===== config.mk =====
export PLATFORM = sky130hd
export DESIGN_NAME = reset_sequencer
export DESIGN_NICKNAME = d
export VERILOG_FILES = /design/src/rtl/reset_sequencer.sv
export SDC_FILE = /design/constraint.sdc
export NUM_CORES = 1
export LEC_CHECK = 0
export ABC_AREA = 1
export CAP_MARGIN = 20
export CORE_MARGIN = 2
export CORE_UTILIZATION = 40
export DETAILED_ROUTE_END_ITERATION = 16
export HOLD_SLACK_MARGIN = 0.1
export PLACE_DENSITY = 0.6
export SLEW_MARGIN = 10
export SYNTH_ARGS = -nofsm -noshare
export SYNTH_HDL_FRONTEND = slang
export SYNTH_SLANG_ARGS = --single-unit

===== constraint.sdc =====
create_clock -name clk -period 3.5 [get_ports clk]
set_clock_uncertainty 0.05 [all_clocks]
set_input_delay 0.35 -clock clk [delete_from_list [all_inputs] [get_ports clk]]
set_output_delay 0.35 -clock clk [all_outputs]
set_load 0.03 [all_outputs]

===== src/rtl/reset_sequencer.sv =====
// reset_sequencer
//   Sequences STAGES active-low reset outputs: all stages are held low for at
//   least HOLD cycles, then released one at a time in ascending order, spaced
//   STAGE_DELAY cycles apart. The sequence restarts on watchdog or software
//   requests. Repeated watchdog resets latch a FAIL state that can only be left
//   through the boot0 strap or rst_n.
//
// Ports
//   clk          system clock, all logic on its rising edge
//   rst_n        synchronous active-low reset
//   wdt_rst_n    watchdog request, active-low; its falling edge is a request
//   boot0        programming strap, asynchronous, active-high (synchronized here)
//   sw_req       single-cycle software reset request
//   cnt_clr      single-cycle pulse that clears rst_cnt
//   stage_rst_n  per-stage active-low resets
//   busy         high while any stage is still held in reset
//   cause        last reset cause: 0 rst_n, 1 watchdog, 2 software, 3 boot
//   rst_cnt      saturating count of watchdog-caused resets
//   fail         high while in the FAIL state
module reset_sequencer #(
  parameter int unsigned STAGES      = 4,
  parameter int unsigned HOLD        = 16,
  parameter int unsigned STAGE_DELAY = 1000,
  parameter int unsigned MAX_RETRY   = 7
) (
  input  logic              clk,
  input  logic              rst_n,
  input  logic              wdt_rst_n,
  input  logic              boot0,
  input  logic              sw_req,
  input  logic              cnt_clr,
  output logic [STAGES-1:0] stage_rst_n,
  output logic              busy,
  output logic [1:0]        cause,
  output logic [7:0]        rst_cnt,
  output logic              fail
);

  localparam int unsigned IDX_W = $clog2(STAGES + 1);

  typedef enum logic [2:0] {
    ST_ASSERT,
    ST_RELEASE,
    ST_IDLE,
    ST_BOOT,
    ST_FAIL
  } state_t;

  function automatic logic [7:0] sat_inc8(input logic [7:0] v);
    return (v == 8'hFF) ? v : v + 8'd1;
  endfunction

  state_t             state_q, state_d;
  logic               boot0_p0, boot0_p1;
  logic               wdt_prev;
  logic [15:0]        hold_q, hold_d;
  logic [31:0]        dly_q, dly_d;
  logic [IDX_W-1:0]   idx_q, idx_d;
  logic [STAGES-1:0]  stage_d;
  logic               busy_d;
  logic [1:0]         cause_d;
  logic [7:0]         cnt_d;
  logic               fail_d;
  logic               wdt_req;
  logic               active;

  // Stage 0/1: boot0 synchronizer and registered state/outputs
  always_ff @(posedge clk) begin
    if (!rst_n) begin
      boot0_p0    <= 1'b0;
      boot0_p1    <= 1'b0;
      wdt_prev    <= 1'b1;
      state_q     <= ST_ASSERT;
      hold_q      <= '0;
      dly_q       <= '0;
      idx_q       <= '0;
      stage_rst_n <= '0;
      busy        <= 1'b1;
      cause       <= 2'd0;
      rst_cnt     <= 8'd0;
      fail        <= 1'b0;
    end else begin
      boot0_p0    <= boot0;
      boot0_p1    <= boot0_p0;
      wdt_prev    <= wdt_rst_n;
      state_q     <= state_d;
      hold_q      <= hold_d;
      dly_q       <= dly_d;
      idx_q       <= idx_d;
      stage_rst_n <= stage_d;
      busy        <= busy_d;
      cause       <= cause_d;
      rst_cnt     <= cnt_d;
      fail        <= fail_d;
    end
  end

  always_comb begin
    state_d = state_q;
    hold_d  = hold_q;
    dly_d   = dly_q;
    idx_d   = idx_q;
    stage_d = stage_rst_n;
    cause_d = cause;
    cnt_d   = cnt_clr ? 8'd0 : rst_cnt;

    wdt_req = wdt_prev & ~wdt_rst_n;
    // Requests only restart the sequence from the sequencing states.
    active  = (state_q == ST_ASSERT) || (state_q == ST_RELEASE) ||
              (state_q == ST_IDLE);

    if (boot0_p1) begin
      state_d = ST_BOOT;
      stage_d = '0;
      cause_d = 2'd3;
      cnt_d   = 8'd0;
      hold_d  = '0;
      dly_d   = '0;
      idx_d   = '0;
    end else if (active && wdt_req) begin
      // A same-cycle cnt_clr is applied first, so the increment wins.
      cnt_d   = sat_inc8(cnt_clr ? 8'd0 : rst_cnt);
      cause_d = 2'd1;
      stage_d = '0;
      hold_d  = '0;
      dly_d   = '0;
      idx_d   = '0;
      state_d = ({24'd0, cnt_d} >= MAX_RETRY) ? ST_FAIL : ST_ASSERT;
    end else if (active && sw_req) begin
      cause_d = 2'd2;
      stage_d = '0;
      hold_d  = '0;
      dly_d   = '0;
      idx_d   = '0;
      state_d = ST_ASSERT;
    end else begin
      case (state_q)
        ST_ASSERT: begin
          stage_d = '0;
          // Counter parks at HOLD-1 while the watchdog line is still low.
          if (hold_q == 16'(HOLD - 1)) begin
            if (wdt_rst_n) begin
              state_d = ST_RELEASE;
              dly_d   = '0;
              idx_d   = '0;
            end
          end else begin
            hold_d = hold_q + 16'd1;
          end
        end
        ST_RELEASE: begin
          if (dly_q == 32'(STAGE_DELAY - 1)) begin
            dly_d = '0;
            for (int i = 0; i < int'(STAGES); i++) begin
              if (int'(idx_q) == i) stage_d[i] = 1'b1;
            end
            idx_d = idx_q + 1'b1;
            if (int'(idx_q) == int'(STAGES) - 1) state_d = ST_IDLE;
          end else begin
            dly_d = dly_q + 32'd1;
          end
        end
        ST_IDLE: begin
        end
        ST_BOOT: begin
          state_d = ST_ASSERT;
          stage_d = '0;
          hold_d  = '0;
        end
        ST_FAIL: begin
          stage_d = '0;
        end
        default: begin
          state_d = ST_ASSERT;
          stage_d = '0;
          hold_d  = '0;
        end
      endcase
    end

    busy_d = ~(&stage_d);
    fail_d = (state_d == ST_FAIL);
  end

endmodule


=== Word-level counts from Yosys, hierarchy flattened ===
Index checks and enable logic that the tools add are counted.

* Add/sub/neg operators: 4
* Magnitude comparators: 1
* Equality and inequality tests: 14
* Multiplexer cells: 34
* Bitwise operators: 5
* Reductions and logical operators: 16

{| class="wikitable"
|+ Operators by type and width
! cell !! number
|-
| 2-to-1 mux 32 bit || 3
|-
| case mux 32 bit (2 select lines) || 1
|-
| 2-to-1 mux 3 bit || 11
|-
| adder 32 x 1 -> 32 bit, second input constant || 1
|-
| == test 32 x 10 -> 1 bit, second input constant || 1
|-
| case mux 16 bit (2 select lines) || 1
|-
| 2-to-1 mux 8 bit || 3
|-
| adder 16 x 1 -> 16 bit, second input constant || 1
|-
| == test 16 x 4 -> 1 bit, second input constant || 1
|-
| 2-to-1 mux 16 bit || 1
|-
| 2-to-1 mux 4 bit || 4
|-
| == test 3 bit, second input constant || 4
|-
| case mux 3 bit (3 select lines) || 1
|-
| adder 8 x 1 -> 8 bit, second input constant || 1
|-
| == test 8 bit, second input constant || 1
|-
| >= comparator 8 x 3 -> 1 bit, second input constant || 1
|-
| case mux 4 bit (2 select lines) || 1
|-
| AND reduction 4 bit || 2
|-
| == test 3 x 2 -> 1 bit, second input constant || 2
|-
| logical NOT 3 bit || 2
|-
| 2-to-1 mux 2 bit || 3
|-
| case mux 3 bit (2 select lines) || 1
|-
| 2-to-1 mux 1 bit || 4
|-
| inequality test 2 x 1 -> 1 bit, second input constant || 2
|-
| other kinds (14) || 21
|}

* Register bits: 73
* Output and inout port bits: 16
* Word-level logic and storage cells: 86

=== Logic depth before layout (Yosys ltp) ===
Gate-level depths: netlist of the first run.

* Word-level depth: 9
* Mapped depth: 14

=== Worst setup path before layout of the first run ===
OpenSTA, ideal clock, no wires.

* Path kind: reg-to-reg
* Start point: register rst_cnt[1]
* End point: register fail
* Library setup time: 0.121 ns
* Data arrival time: 1.791 ns
* Required time: 3.329 ns
* Setup slack: 1.538 ns
* Cell stages (with the launch flop): 13
* Period minus slack after synthesis: 1.962 ns
* Cells stage by stage: dfxtp_1 -> nand2_1 -> inv_1 -> ha_1 -> nand2_1 -> nor2_1 -> nand3_2 -> clkinv_1 -> nand2_1 -> o21ai_1 -> nor2_1 -> nor2_1 -> nor2_1

* Cells in the longest elaborated chain, start to end: 8

{| class="wikitable"
|+ RTL lines
! what !! line !! RTL
|-
| start: declaration || 35 || <nowiki>output logic [7:0] rst_cnt,</nowiki>
|-
| start signal: assignment || 93 || <nowiki>rst_cnt <= cnt_d;</nowiki>
|-
| 2-to-1 mux 8 bit (*) || 122 || <nowiki>cnt_d = sat_inc8(cnt_clr ? 8'd0 : rst_cnt);</nowiki>
|-
| adder 8 x 1 -> 8 bit / == test 8 bit (equally long branches) || 50 || <nowiki>return (v == 8'hFF) ? v : v + 8'd1;</nowiki>
|-
| 2-to-1 mux 8 bit (*) || 50 ||
|-
| >= comparator 8 x 3 -> 1 bit (*) || 128 || <nowiki>state_d = ({24'd0, cnt_d} >= MAX_RETRY) ? ST_FAIL : ST_ASSERT;</nowiki>
|-
| 2-to-1 mux 3 bit (*) || 128 ||
|-
| 2-to-1 mux 3 bit (*) || 120 || <nowiki>end else if (active && wdt_req) begin</nowiki>
|-
| 2-to-1 mux 3 bit (*) || 112 || <nowiki>if (boot0_p1) begin</nowiki>
|-
| == test 3 bit (*) || 182 || <nowiki>fail_d = (state_d == ST_FAIL);</nowiki>
|-
| end signal: assignment || 94 || <nowiki>fail <= fail_d;</nowiki>
|-
| end: declaration || 36 || <nowiki>output logic fail</nowiki>
|}

Mark *: on every way between the ends. The rest lies on a longest branch, timed or not.
A chain may end at the register's enable or synchronous reset.

=== Worst setup path after layout of the first run ===
* Start point: input cnt_clr
* End point: register fail

* Cells in the longest elaborated chain, start to end: 8

{| class="wikitable"
|+ RTL lines
! what !! line !! RTL
|-
| start: declaration || 31 || <nowiki>input logic cnt_clr,</nowiki>
|-
| 2-to-1 mux 8 bit (*) || 122 ||
|-
| adder 8 x 1 -> 8 bit / == test 8 bit (equally long branches) || 50 ||
|-
| 2-to-1 mux 8 bit (*) || 50 ||
|-
| >= comparator 8 x 3 -> 1 bit (*) || 128 ||
|-
| 2-to-1 mux 3 bit (*) || 128 ||
|-
| 2-to-1 mux 3 bit (*) || 120 ||
|-
| 2-to-1 mux 3 bit (*) || 112 ||
|-
| == test 3 bit (*) || 182 ||
|}

Marked as above.

==> summary.txt, run 1 <==
Placed design
  • Pre-CTS setup slack: 0.802 ns
  • DP HPWL: 8.67 mm
  • Port bufs: 21
  • Gpl congestion: 0.896
  • Placed Instance Area: 0.00493 mm^2

Cells and area
  • ANT cells: 0
  • Reg area: 0.00146 mm^2
  • Fillers: 1,183
  • Finished Cell Area: 0.00525 mm^2
  • Area occupied by multi-input gates: 0.00272 mm^2
  • NumNets Final: 774
  • Area grow syn2layout: 14.2%
  • Layout cells sized above 1: 0.0967
  • Commonest non-fill, non-tap cell in the layout: nand2_1
  • Most frequent cells in the layout: nand2_1, nor2_1, nand3_1

Setup path
  • R2r setup slk: 1.36 ns
  • Critical path depth: 14
  • Worst Path Arrival: 2.55 ns
  • Critical Path Start: cnt_clr
  • Critical path's most frequent cell: nor2_1
  • Crit path buf inv count: 4
  • Crit path max-delay family: simple AND/OR/NAND/NOR gates
  • Worst path required time: 3.68 ns
  • Slowest stage delay, CP: 0.39 ns
  • CP max-delay cell: clkdlybuf4s50_1
  • RR Endpoint: dly_q[12]
  • Crit start category: input port
  • Crit path kind: in -> reg
  • Max FO, Critical Path: 11
  • Worst Reg-to-Reg Cells: 7
  • Crit path cell chain: clkdlybuf4s50_1 -> inv_1 -> nand2_1 -> inv_1 -> ha_1 -> nand2_1 -> nor2_1 -> nand3_2 -> clkinv_1 -> nand2_1 -> o21ai_1 -> nor2_1 -> nor2_1 -> nor2_1
  • Nature of the critical path endpoint: flip-flop
  • Worst setup path end: fail
  • Worst R2R Start: state_q[1]

Logic synthesis
  • Post-Synth XOR/XNOR Area: 0.0133
  • Synth warn: 0
  • Synth Area in Compound Gates: 0.102
  • Post-synthesis adder-cell area fraction: 0.0218
  • Cell count after synthesis: 739
  • Ys async rst share: 0
  • Seq cells post-synth: 73
  • Sequential fraction of the synthesis area: 0.318
  • EDFF count, synth: 0
  • Post-synthesis simple-gate area fraction: 0.455
  • Mux contribution to synthesized area: 0
  • Mapped cell area: 0.00460 mm^2
  • Net Count, Synth: 753
  • Syn Area/Cell: 6.22 um^2
  • Most common flop cell mapped by yosys: dfxtp_1
  • Post-synth cell types: 40
  • Largest family of logic cells by synthesized area: simple AND/OR/NAND/NOR gates

GRT
  • Vias in the first global route: 4,610
  • Largest net degree at the start of global routing: 37
  • Antenna violations before repair: 0
  • GR Overflow Total: 0
  • All-Layer GR Usage: 0.201
  • Global-route wire length before repair: 20.6 mm

Hold path
  • Worst Hold Class: reg -> reg

STA
  • Slew Viols, Final: 0
  • Fin crit period: 2.36 ns
  • Slew @ Worst Pin: 0.508 ns
  • Max frequency: 0.423 GHz
  • Rel. slew slack: 0.660
  • Final hold slack: 0.370 ns
  • Final worst slack: 1.14 ns
  • Final TNS setup: 0 ns
  • RSZ-0062 raised after global routing: no
  • Final period util: 0.675
  • Endpoints failing setup: 0
  • Final Hold Fails: 0

Clock tree
  • Htree depth: 3
  • TritonCTS buffer count: 9
  • Post CTS Setup Buffer Count: 0
  • Post-cts resize count: 0
  • Hold-fix buffers, CTS: 0
  • TritonCTS clock tree: built
  • Worst-Skew Late Latency: 0.35 ns
  • Worst-case clock buffer depth: 2
  • Worst-path clk slew: 0.06 ns
  • Root buf cell: clkbuf_16
  • Clock Sinks: 73

Die
  • Die width: 111 um
  • Core ar.: 0.0113 mm^2
  • Core Rows: 39
  • Ports: 22
  • Die Y: 111 um
  • Die area: 0.0124 mm^2
  • Starting Density: 0.406

Run
  • Max-cap check violation count: 0

Power
  • Lkg Pwr: 2.02 nW
  • PnR Total Power: 2.05 mW
  • Worst VDD drop: 359 uV
  • PwrDens: 391 mW/mm^2

Detailed routing
  • Antenna Violating Nets Remaining: 0
  • DRT iter0 DRCs: 272
  • Initial DRT Pass Iterations: 5
  • DRC violations left: 0
  • Routed len/inst: 13.1 um
  • Vias/cell: 5.14
  • Via count: 4,667
  • Wirelength, routed: 11.9 mm

Run status
  • Status: finished clean
[cell type report]
type / instances / area share
multi-input combinational: 564 / 0.518
sequential: 73 / 0.278
inverter: 88 / 0.0641
timing repair buffer: 24 / 0.0443
clock buffer: 10 / 0.0436
tap: 143 / 0.0341
clock inverter: 6 / 0.0172
[worst register-to-register path: stages (launching register included)]
cell and delay, ns:
dfxtp_1 0.34, a21oi_1 0.25, nand3_2 0.33, inv_2 0.23, nor2_4 0.06, nand2_2 0.19
buf_4 0.44, a21oi_1 0.11
[per-layer routing]
layer,track usage,wire length [um],share of wire
met2,0.346,5790,0.49
met1,0.235,5470,0.46
met3,0.0498,309,0.026
met4,0.0897,305,0.026
met5,0,0,0
[worst min-delay path by stage]
stage	slack [ns]	end	from	cells past startpoint
finish	0.37	boot0_p1	boot0_p0	2
global route	0.38	boot0_p1	boot0_p0	2
CTS	0.37	boot0_p1	boot0_p0	2
detailed placement	0.35	boot0_p1	boot0_p0	2
global placement	0.34	boot0_p1	boot0_p0	2
floorplan	0.34	boot0_p1	boot0_p0	2
[power by group]
group / total, mW / switching, mW / internal, mW
logic: 0.186 / 0.131 / 0.0550
clock network: 1.01 / 0.380 / 0.628
registers: 0.857 / 0.0112 / 0.846
[cell families (layout without fill, tap and decap cells)]
logic type | after synthesis | after routing
xor+xnor | 7 | 7
compound gates | 84 | 84
flops | 73 | 73
fa+ha+maj | 8 | 8
simple gates | 465 | 465
buf+inv | 102 | 128
[synthesized netlist by cell type (2+ instances only)]
master | n | share of area
a211oi_1 | 2 | 0.0033
nand2_4 | 3 | 0.0073
ha_1 | 8 | 0.022
nor2_1 | 91 | 0.074
dfxtp_1 | 73 | 0.32
clkbuf_1 | 3 | 0.0024
a31o_2 | 2 | 0.0038
o21ai_0 | 13 | 0.014
nand2_2 | 11 | 0.015
inv_2 | 5 | 0.0041
nor2_4 | 5 | 0.012
nand3_2 | 4 | 0.0087
a31oi_1 | 2 | 0.0027
nand4_1 | 13 | 0.018
or2_2 | 6 | 0.0082
buf_1 | 2 | 0.0016
clkinv_1 | 2 | 0.0016
nor3_1 | 17 | 0.019
nor2_2 | 12 | 0.016
xor2_1 | 7 | 0.013
buf_6 | 2 | 0.0049
o21bai_1 | 2 | 0.0033
o21ai_1 | 2 | 0.0022
inv_4 | 2 | 0.0027
nand3_1 | 87 | 0.095
a21oi_1 | 56 | 0.061
a21oi_2 | 2 | 0.0038
inv_1 | 78 | 0.064
buf_2 | 7 | 0.0076
nand2_1 | 210 | 0.17
[per-stage QoR]
stage | std cells | utilization
after detailed placement | 892 | 0.436
after global routing | 908 | 0.464
final | 908 | 0.464
after global placement | 892 | 0.436
after floorplan | 739 | -
after CTS | 908 | 0.464
[registers in the layout, indices dropped and copies added, names as in the netlist]
name and cells:
boot0_p1 1, cause 2, busy 1, idx_q 3
rst_cnt 8, dly_q 32, hold_q 16, wdt_prev 1
state_q 3, boot0_p0 1, stage_rst_n 4, fail 1
Note: power is estimated with default switching activity, not from simulation.
==> run 2, diff against run 1 <==
clock period = 2.2 ns   (was 3.5 ns; I/O delays follow)
==> run 2 against run 1 <==
Compared with the run above: non-clock buffer count up 11; first-iteration DRC count is 8.8% higher; worst setup slack got worse by 0.82 ns; sequential power up 59%; core utilization increased by 0.24 points; die area did not move; worst hold slack worse by 0.013 ns; clock-buffer cell count up 2; global-route usage is 0.25 points lower; wire length decreased by 3.1%; sequential cell count stayed put; highest routed layer unchanged.
==> summary.txt, run 2 (synthesis gave the netlist of run 1 again) <==
Setup path
  • Worst path required time: 2.37 ns (was 3.68 ns)
  • Critical path depth: 12 (was 14)
  • Worst R2R Start: rst_cnt[0] (was state_q[1])
  • Worst Reg-to-Reg Cells: 12 (was 7)
  • Worst Path Arrival: 2.06 ns (was 2.55 ns)
  • Crit path kind: reg -> reg (was in -> reg)
  • R2r setup slk: 0.31 ns (was 1.36 ns)
  • Crit path buf inv count: 2 (was 4)
  • CP max-delay cell: dfxtp_1 (was clkdlybuf4s50_1)
  • Worst setup path end: fail (unchanged)
  • Critical Path Start: rst_cnt[0] (was cnt_clr)
  • RR Endpoint: fail (was dly_q[12])
  • Crit start category: flip-flop (was input port)
  • Max FO, Critical Path: 5 (was 11)
  • Crit path cell chain: nand2_1 -> inv_1 -> ha_1 -> nand2_1 -> nor2_1 -> nand3_2 -> clkinv_1 -> nand2_1 -> o21ai_1 -> nor2_1 -> nor2_1 -> nor2_1 (was clkdlybuf4s50_1 -> inv_1 -> nand2_1 -> inv_1 -> ha_1 -> nand2_1 -> nor2_1 -> nand3_2 -> clkinv_1 -> nand2_1 -> o21ai_1 -> nor2_1 -> nor2_1 -> nor2_1)
  • Crit path max-delay family: simple AND/OR/NAND/NOR gates (unchanged)
  • Critical path's most frequent cell: nor2_1 (unchanged)
  • Nature of the critical path endpoint: flip-flop (unchanged)
  • Slowest stage delay, CP: 0.35 ns (was 0.39 ns)

STA
  • Final period util: 0.858
  • Slew @ Worst Pin: 0.524 ns (was 0.508 ns)
  • Final Hold Fails: 0 (unchanged)
  • RSZ-0062 raised after global routing: no (unchanged)
  • Rel. slew slack: 0.651 (was 0.660)
  • Endpoints failing setup: 0 (unchanged)
  • Fin crit period: 1.89 ns
  • Final hold slack: 0.356 ns (was 0.370 ns)
  • Slew Viols, Final: 0 (unchanged)
  • Max frequency: 0.530 GHz

Cells and area
  • Area grow syn2layout: 14.8% (was 14.2%)
  • Most frequent cells in the layout: nand2_1, nor2_1, nand3_1 (unchanged)
  • Max reg flops: 32 (unchanged)
  • Fillers: 1,171 (was 1,183)
  • Top reg by flops: dly_q (unchanged)
  • ANT cells: 0 (unchanged)
  • Reg area: 0.00146 mm^2 (unchanged)
  • Area occupied by multi-input gates: 0.00272 mm^2 (unchanged)
  • Finished Cell Area: 0.00528 mm^2 (was 0.00525 mm^2)
  • Layout cells sized above 1: 0.105 (was 0.0967)
  • Post-Layout Cell Count: 916 (was 908)
  • Top Registers: dly_q x32, hold_q x16, rst_cnt x8 (unchanged)
  • NumNets Final: 785 (was 774)
  • Commonest non-fill, non-tap cell in the layout: nand2_1 (unchanged)

Die
  • Die width: 111 um (unchanged)
  • Ports: 22 (unchanged)
  • Die Y: 111 um (unchanged)
  • Core Rows: 39 (unchanged)
  • Die area: 0.0124 mm^2 (unchanged)
  • Core ar.: 0.0113 mm^2 (unchanged)
  • Starting Density: 0.406 (unchanged)

GRT
  • All-Layer GR Usage: 0.198 (was 0.201)
  • Global-route wire length before repair: 20.3 mm (was 20.6 mm)
  • Largest net degree at the start of global routing: 44 (was 37)
  • Antenna violations before repair: 0 (unchanged)
  • Vias in the first global route: 4,511 (was 4,610)
  • GR Overflow Total: 0 (unchanged)

Placed design
  • Placed insts: 903 (was 892)
  • DP HPWL: 8.64 mm (was 8.67 mm)
  • Gpl congestion: 0.947 (was 0.896)
  • Port bufs: 21 (unchanged)
  • Placed Instance Area: 0.00503 mm^2 (was 0.00493 mm^2)

Run
  • Max-cap check violation count: 0 (unchanged)

Clock tree
  • TritonCTS buffer count: 9 (unchanged)
  • Hold-fix buffers, CTS: 0 (unchanged)
  • Post-cts resize count: 0 (unchanged)
  • Post CTS Setup Buffer Count: 0 (unchanged)
  • Worst-Skew Late Latency: 0.34 ns (was 0.35 ns)
  • Htree depth: 3 (unchanged)
  • Worst-path clk slew: 0.05 ns (was 0.06 ns)
  • Root buf cell: clkbuf_16 (unchanged)
  • Clock Sinks: 73 (unchanged)
  • TritonCTS clock tree: built (unchanged)
  • Worst-case clock buffer depth: 2 (unchanged)

Power
  • PwrDens: 568 mW/mm^2 (was 391 mW/mm^2)
  • Lkg Pwr: 2.05 nW (was 2.02 nW)
  • Worst VDD drop: 318 uV (was 359 uV)
  • PnR Total Power: 3.00 mW (was 2.05 mW)

Detailed routing
  • DRC violations left: 0 (unchanged)
  • Antenna Violating Nets Remaining: 0 (unchanged)
  • Via count: 4,723 (was 4,667)
  • Routed len/inst: 12.6 um (was 13.1 um)
  • Vias/cell: 5.16 (was 5.14)
  • Wirelength, routed: 11.5 mm (was 11.9 mm)
  • Initial DRT Pass Iterations: 5 (unchanged)
  • DRT iter0 DRCs: 296 (was 272)

Run status
  • Status: finished clean (unchanged)

Hold path
  • Worst Hold Class: in -> reg (was reg -> reg)
==> run 2: changes by cell type in the layout (fill, tap and decap cells not counted), sizes merged <==
cell,previous run,this run
bufinv,2,0
clkbuf,10,12
clkinvlp,1,0
buf,3,14
inv,87,85
==> run 2: how the worst min path moves through the flow <==
| stage | start | end | depth (start not counted) |
|---|---|---|---|
| 2_1_floorplan | rst_n | wdt_prev | 1 |
| 3_3_place_gp | boot0_p0 | boot0_p1 | 2 |
| 6_report | boot0 | boot0_p0 | 3 |
| 3_5_place_dp | boot0_p0 | boot0_p1 | 2 |
| 5_1_grt | boot0 | boot0_p0 | 3 |
| 4_1_cts | boot0 | boot0_p0 | 3 |
==> run 2: layout make-up <==
| cell class | count | share of cell area |
|---|---|---|
| inverters | 88 | 0.0638 |
| clock buffers | 12 | 0.0467 |
| repair buffers | 35 | 0.0621 |
| clock inverters | 1 | 0.000948 |
| multi-input cells | 564 | 0.516 |
| well taps | 143 | 0.0339 |
| flip-flops and latches | 73 | 0.277 |
==> run 2: power breakdown <==
| group | switching, mW | internal, mW | total (mW) |
|---|---|---|---|
| combinational | 0.211 | 0.106 | 0.317 |
| sequential | 0.0177 | 1.35 | 1.36 |
| clock | 0.544 | 0.773 | 1.32 |
| total | 0.772 | 2.23 | 3.00 |
==> run 2: routing by layer <==
layer	part of all wire	vias up	GRT usage
li1	-	2436	-
met1	0.46	2153	0.246
met2	0.47	106	0.328
met3	0.036	28	0.0323
met4	0.035	0	0.109
met5	0	-	0
==> run 2: per-stage QoR <==
step	setup WS [ns]	util	setup TNS (ns)
final	0.313	0.466	0
after global routing	0.0806	0.466	0
after CTS	0.303	0.466	0
after detailed placement	-0.0385	0.444	-0.0673
after global placement	0.0325	0.444	0
after floorplan	0.238	-	0
==> run 2: tightest hold or removal path, delay by kind of cell <==
kind                   cells  cell delay (ns)
buffers and inverters      2             0.42
and+or+nand+nor            1             0.06
==> run 3, diff against run 2 <==
CORE_MARGIN = 1   (was 2)
CTS_BUF_LIST = sky130_fd_sc_hd__clkbuf_8 sky130_fd_sc_hd__clkbuf_16   (was default)
clock period = 2.4 ns   (was 2.2 ns; I/O delays follow)
==> run 3 against run 2 <==
Compared with the run above: design area fell by 0.57%; register-to-register slack improved by 0.04 ns; critical path depth rose by 2; worst setup slack got worse by 0.031 ns; core utilization rose by 0.95 points; critical endpoint is now state_q[2].
==> summary.txt, run 3 (synthesis gave the netlist of run 1 again) <==
Clock tree
  • Post-cts resize count: 0 (unchanged)
  • Hold-fix buffers, CTS: 0 (unchanged)
  • TritonCTS clock tree: built (unchanged)
  • TritonCTS buffer count: 9 (unchanged)
  • Clock Sinks: 73 (unchanged)
  • Root buf cell: clkbuf_16 (unchanged)
  • Htree depth: 3 (unchanged)
  • Worst-Skew Late Latency: 0.34 ns (about the same)
  • Worst-case clock buffer depth: 2 (unchanged)
  • Worst-path clk slew: 0.06 ns (was 0.05 ns)
  • Post CTS Setup Buffer Count: 0 (unchanged)

Run
  • Max-cap check violation count: 0 (unchanged)

Setup path
  • Crit start category: input port (was flip-flop)
  • Max FO, Critical Path: 7 (was 5)
  • Worst path required time: 2.57 ns (was 2.37 ns)
  • Critical Path Start: cnt_clr (was rst_cnt[0])
  • Crit path kind: in -> reg (was reg -> reg)
  • Worst Reg-to-Reg Cells: 12 (unchanged)
  • R2r setup slk: 0.35 ns (was 0.31 ns)
  • RR Endpoint: state_q[2] (was fail)
  • Nature of the critical path endpoint: flip-flop (unchanged)
  • Worst Path Arrival: 2.29 ns (was 2.06 ns)
  • Worst setup path end: state_q[2] (was fail)
  • Worst R2R Start: rst_cnt[0] (unchanged)

GRT
  • GRT met1 Usage: 0.249 (was 0.246)
  • Busiest grt layer: met2 (unchanged)
  • Routing usage on met3: 0.0532 (was 0.0323)
  • Global-route wire length before repair: 19.6 mm (was 20.3 mm)
  • All-Layer GR Usage: 0.210 (was 0.198)
  • Largest net degree at the start of global routing: 44 (unchanged)
  • M2 GR Usage: 0.366 (was 0.328)
  • Vias in the first global route: 4,345 (was 4,511)
  • GR Overflow Total: 0 (unchanged)
  • Antenna violations before repair: 0 (unchanged)

Die
  • Starting Density: 0.417 (was 0.406)
  • Core Rows: 38 (was 39)
  • Die area: 0.0119 mm^2 (was 0.0124 mm^2)
  • Core ar.: 0.0110 mm^2 (was 0.0113 mm^2)
  • Die width: 109 um (was 111 um)
  • Ports: 22 (unchanged)
  • Die Y: 109 um (was 111 um)

Detailed routing
  • Initial DRT Pass Iterations: 5 (unchanged)
  • Vias/cell: 5.11 (was 5.16)
  • Wirelength, routed: 11.6 mm (was 11.5 mm)
  • Via count: 4,651 (was 4,723)
  • DRC violations left: 0 (unchanged)
  • Routed len/inst: 12.8 um (was 12.6 um)
  • DRT iter0 DRCs: 220 (was 296)
  • Antenna Violating Nets Remaining: 0 (unchanged)

Hold path
  • Worst Hold Class: reg -> reg (was in -> reg)
  • Worst Hold Depth: 2 (was 3)

STA
  • Max frequency: 0.472 GHz
  • Final Hold Fails: 0 (unchanged)
  • Final period util: 0.882
  • Rel. slew slack: 0.662 (was 0.651)
  • Fin crit period: 2.12 ns
  • Slew @ Worst Pin: 0.507 ns (was 0.524 ns)
  • RSZ-0062 raised after global routing: no (unchanged)
  • Final hold slack: 0.368 ns (was 0.356 ns)
  • Endpoints failing setup: 0 (unchanged)
  • Final TNS setup: 0 ns (unchanged)
  • Slew Viols, Final: 0 (unchanged)

Power
  • Lkg Pwr: 2.02 nW (was 2.05 nW)
  • PwrDens: 535 mW/mm^2 (was 568 mW/mm^2)
  • Worst VDD drop: 479 uV (was 318 uV)

Run status
  • Status: finished clean (unchanged)

Placed design
  • Gpl congestion: 0.922 (was 0.947)
  • DP HPWL: 8.71 mm (was 8.64 mm)
  • Port bufs: 21 (unchanged)

Cells and area
  • Layout cells sized above 1: 0.104 (was 0.105)
  • Area grow syn2layout: 14.2% (was 14.8%)
  • Commonest non-fill, non-tap cell in the layout: nand2_1 (unchanged)
  • NumNets Final: 779 (was 785)
  • Most frequent cells in the layout: nand2_1, nor2_1, nand3_1 (unchanged)
  • Top reg by flops: dly_q (unchanged)
  • Top Registers: dly_q x32, hold_q x16, rst_cnt x8 (unchanged)
  • ANT cells: 0 (unchanged)
  • Max reg flops: 32 (unchanged)
[run 3: cell types whose count changed in the layout (fill, tap and decap cells not counted)]
cell / before / now
clkbuf_8: 1 / 2
buf_4: 13 / 8
buf_12: 1 / 0
clkbuf_1: 2 / 0
clkinvlp_4: 0 / 2
clkinv_2: 2 / 4
[run 3: worst min path at each step]
stage,startpoint,end
6_report,boot0_p0,boot0_p1
3_5_place_dp,boot0_p0,boot0_p1
2_1_floorplan,rst_n,wdt_prev
5_1_grt,boot0,boot0_p0
4_1_cts,boot0,boot0_p0
3_3_place_gp,boot0_p0,boot0_p1
[run 3: metal layers]
metal | vias to the layer above | wire length (um)
met5 | - | 0
met4 | 0 | 204
met3 | 14 | 492
met2 | 97 | 5620
met1 | 2109 | 5300
li1 | 2431 | -
[run 3: critical path: stages]
cell	delay, ns
clkdlybuf4s50_1	0.40
inv_1	0.10
nand2_1	0.10
inv_1	0.09
ha_1	0.19
nand2_1	0.07
nor2_1	0.28
nand3_2	0.24
clkinv_1	0.13
nand2_1	0.05
o21ai_1	0.10
nor2_1	0.07
nor2_1	0.16
nor2_1	0.06
[run 3: stage by stage]
stage | worst slack, ns | instance area [um^2] | power, mW | utilization | cells
after CTS | 0.329 | 5250 | 2.84 | 0.476 | 910
after global placement | 0.132 | 4970 | 1.56 | 0.450 | 894
final | 0.283 | 5250 | 2.81 | 0.476 | 910
after global routing | 0.133 | 5250 | 2.92 | 0.476 | 910
after detailed placement | -0.0270 | 4970 | 1.56 | 0.450 | 894
after floorplan | 0.438 | 4600 | 1.47 | - | 739
[run 3: layout make-up]
class / instances / area [um^2]
clock buffers: 11 / 253
clock inverters: 5 / 30.0
fillers: 1166 / 5780
inverters: 88 / 337
multi-input cells: 564 / 2720
flip-flops and latches: 73 / 1460
well taps: 140 / 175
repair buffers: 29 / 270
[run 3: report_power, final]
group	leakage [nW]	internal [mW]	switching, mW	total (mW)
clock network	0.137	0.750	0.523	1.27
logic	1.30	0.0901	0.193	0.283
registers	0.591	1.23	0.0166	1.25
total	2.02	2.07	0.733	2.81
